### src/rtl/router_sync_n.sv
// Latches the header destination address and steers the write enable, full flag and
// valid flags per channel; soft-resets a channel whose data stays unread TIMEOUT cycles.
// Decode is visible the cycle after detect_add. Stall timers are per channel and fully independent.
module router_sync_n #(
    parameter int NCH     = 3,
    parameter int ADDR_W  = 2,
    parameter int TIMEOUT = 30,
    parameter int TW      = $clog2(TIMEOUT)
) (
    input  logic              clk,
    input  logic              rst,
    input  logic              detect_add,
    input  logic [ADDR_W-1:0] din,
    input  logic              wr_en_reg,
    input  logic [NCH-1:0]    empty,
    input  logic [NCH-1:0]    full,
    input  logic [NCH-1:0]    read_enb,
    output logic [NCH-1:0]    write_enb,
    output logic              fifo_full,
    output logic [NCH-1:0]    valid_out,
    output logic [NCH-1:0]    soft_reset,
    output logic              addr_err
);

    localparam logic [ADDR_W:0] NCH_L  = (ADDR_W + 1)'(NCH);
    localparam logic [TW-1:0]   T_LAST = TW'(TIMEOUT - 1);

    logic [ADDR_W-1:0] addr_reg;
    logic [TW-1:0]     timer [NCH];
    logic [NCH-1:0]    stall;

    always_ff @(posedge clk or negedge rst) begin
        if (!rst) begin
            addr_reg <= '0;
            addr_err <= 1'b0;
        end else if (detect_add) begin
            addr_reg <= din;
            addr_err <= ({1'b0, din} >= NCH_L);
        end
    end

    // Decode compares against every channel index so an out-of-range address selects nothing.
    always_comb begin
        write_enb = '0;
        fifo_full = 1'b0;
        for (int i = 0; i < NCH; i++) begin
            if (!addr_err && (addr_reg == ADDR_W'(i))) begin
                write_enb[i] = wr_en_reg;
                fifo_full    = full[i];
            end
        end
    end

    assign valid_out = ~empty;
    assign stall     = valid_out & ~read_enb;

    // On expiry the timer restarts at zero, so a persisting stall pulses again TIMEOUT cycles later.
    always_ff @(posedge clk or negedge rst) begin
        if (!rst) begin
            for (int i = 0; i < NCH; i++) begin
                timer[i] <= '0;
            end
            soft_reset <= '0;
        end else begin
            for (int i = 0; i < NCH; i++) begin
                if (!stall[i]) begin
                    timer[i]      <= '0;
                    soft_reset[i] <= 1'b0;
                end else if (timer[i] == T_LAST) begin
                    timer[i]      <= '0;
                    soft_reset[i] <= 1'b1;
                end else begin
                    timer[i]      <= timer[i] + TW'(1);
                    soft_reset[i] <= 1'b0;
                end
            end
        end
    end

endmodule

### config.mk
export PLATFORM = sky130hd
export DESIGN_NAME = router_sync_n
export DESIGN_NICKNAME = d
export VERILOG_FILES = /design/src/rtl/router_sync_n.sv
export SDC_FILE = /design/constraint.sdc
export NUM_CORES = 1
export LEC_CHECK = 0
export ABC_AREA = 1
export CAP_MARGIN = 20
export CORE_UTILIZATION = 31
export CTS_BUF_LIST = sky130_fd_sc_hd__clkbuf_16
export DETAILED_ROUTE_END_ITERATION = 12
export GPL_TIMING_DRIVEN = 0
export PLACE_DENSITY_LB_ADDON = 0.1
export SYNTH_ARGS = -nofsm -noshare
export SYNTH_HDL_FRONTEND = slang
export SYNTH_SLANG_ARGS = --single-unit
### constraint.sdc
create_clock -name clk -period 1 [get_ports clk]
set_input_delay 0.15 -clock clk [delete_from_list [all_inputs] [get_ports clk]]
set_output_delay 0.15 -clock clk [all_outputs]
set_load 0.02 [all_outputs]
==> flow_metrics.tcl <==
set metrics [dict create \
    cp_common_cell "nand3_2" \
    drv_cap 0 \
    syn_to_final_growth_pct 57.0 \
    ys_seq_area_share_pct 49.9 \
    hold_path_class "in2async" \
    grt_overflow_total 0 \
    crit_path_max_fanout 4 \
    ioPinCount 26 \
    ys_warn_count 0 \
    p_leak_uw 0.000767 \
    drt-initial-drc-count 8 \
    path_clk_slew_ns 0.06 \
    worstSetupEndpointType "output pin" \
    final_cell_area_um2 1650 \
    die_w_um 60.3 \
    grt_first_pass_wirelength_um 3640 \
    drc 0 \
    cp_cell_sequence "nor2_4 > nand3_2 > nand3_2 > buf_6" \
    cts.sinks 21 \
    fin_worst_skew_ns 0.000999 \
    insertion_delay_ns 0.25 \
    fp-row-count 20 \
    cts_max_level 1 \
    dp_hpwl_um 1440 \
    fin_nets 185 \
    run_status "finished, violations left" \
    root_buffer "clkbuf_16" \
    drtAntennaViolNets 0 \
    numCtsBuffers 3 \
    clock.fmax_ghz 0.775 \
    crit_slowest_cell "dfrtp_1" \
    worstPathArrival_ns 1.14 \
    hold_viol 0 \
    fin_setup_tns_ns -2.19 \
    die_h_um 60.3 \
    core_um2 3130 \
    numPortBuffers 25 \
    rsz0062_at_grt "yes" \
    period_share_pct 129 \
    post-place-ws_ns -0.584 \
    crit_buf_inv 1 \
    fillers 294 \
    power_uw 2050 \
    path_depth 4 \
    drv_slew 0 \
    cellPowerDensity_nw_per_um2 1240 \
    hold_ws_ns 0.145 \
    setup_slack_ns -0.291 \
    ys_ff_latch 21 \
    grt_usage_pct 13.7 \
    relSlewSlack_pct 39.0 \
    antenna_found_initial 0 \
    drt-vias-per-instance 4.48 \
    cpPeakStageDelay_ns 0.42 \
    largest_register_ffs 15 \
    avgSynthCellArea_um2 8.78 \
    r2r_slack_ns -0.11 \
    synth_cells 120 \
    cp_top_family "flip-flops" \
    num_vias 927 \
    criticalPathCategory "reg2out" \
    start_kind "flop" \
    finalCriticalPeriod_ns 1.29 \
    setup_viol 20 \
    wirelength_um 2220 \
    synth_area_um2 1050 \
    worst_ir_drop_vdd_mv 0.996 \
    wire_per_inst_um 10.7 \
    syn_nets 141 \
    drt-pass1-iter-count 2 \
    rr_worst_depth 5 \
    dpl-instance-area_um2 1380 \
    cts_tree "yes" \
    violations "negative setup slack" \
    grt_pass1_vias 867 \
    drive_gt1_share_pct 42.3 \
    cp.required_ns 0.85 \
    initial_core_util_pct 33.7 \
    place_congestion 0.741 \
    die-area_um2 3640 \
    grt_max_degree 22 \
    cts_buffer_depth 2 \
    tightest_slew_ns 0.914 \
    diodes 0 \
    ys_types 12 \
]
==> worst register-to-register path, stage by stage (launching register included) <==
cell and delay [ns]:
dfrtp_1 0.41, inv_1 0.07, ha_2 0.16, nand2_2 0.07, o21ai_4 0.23, nor2_1 0.06
==> path summary, 6_finish.rpt <==
kind / end / startpoint
setup reg to reg: timer[8] / timer[6]
max in group asynchronous: timer[5] / rst
min in group clk: timer[5] / empty[1]
setup / recovery: fifo_full / addr_err
hold / removal: soft_reset[0] / rst
hold reg to reg: timer[5] / timer[5]
==> cell usage after synthesis <==
cell     instances  share of area (%)
nor2_1          22                7.8
dfrtp_1         21                 50
nand2_1         21                7.5
inv_1           18                6.4
nand3_1         11                5.2
ha_1             6                7.1
nand4_1          6                3.6
nand2_2          3                1.8
nor3b_1          3                2.1
o21ai_0          3                1.4
o21ai_4          3                4.6
xnor2_1          3                2.5
==> stage by stage <==
stage	std cells	util, %
final	207	52.9
after global routing	207	52.9
after CTS	202	49.7
after detailed placement	189	44.2
after global placement	189	44.2
after floorplan	120	-
==> timing repair <==
item	in CTS	in global routing
setup buffers	9	5
hold buffers	0	0
resized for setup	64	24
pin swaps	8	10
endpoints found under the setup margin	47	25
==> cells in the final DEF (no fill, tap or decap), drive strengths merged <==
cell type,count
xnor2,3
dlymetal6s2s,1
clkinv,1
nand3,11
nor2,22
dlygate4sd2,1
o21ai,6
nand4,6
nand2,24
inv,18
clkbuf,3
ha,6
clkdlybuf4s50,12
dfrtp,21
buf,25
nor3b,3
==> per-layer routing <==
layer	track usage (%)	wire length [µm]
met1	15.9	906
met2	23.7	1220
met3	4.55	77
met4	3.99	20
met5	0	0
==> logic make-up after synthesis <==
family	Yosys count	synth area share (%)
buf+inv	18	6.41
flops	21	49.9
xor+xnor	3	2.49
compound gates	6	6.06
simple gates	66	28.0
fa+ha+maj	6	7.13
==> layout make-up <==
| class | count | area (µm²) | area share [%] |
|---|---|---|---|
| clock buffers | 3 | 75.1 | 4.54 |
| clock inverters | 1 | 5.00 | 0.303 |
| inverters | 18 | 67.6 | 4.08 |
| multi-input cells | 81 | 593 | 35.9 |
| flip-flops and latches | 21 | 529 | 32.0 |
| well taps | 44 | 55.1 | 3.33 |
| repair buffers | 39 | 329 | 19.9 |
==> report_power, final <==
group	internal [µW]	leakage, µW	switching [µW]
Combinational	164	0.000445	154
Clock	536	0.0000409	297
Sequential	873	0.000282	28.4
No activity file was read; power rests on OpenSTA's default activity.
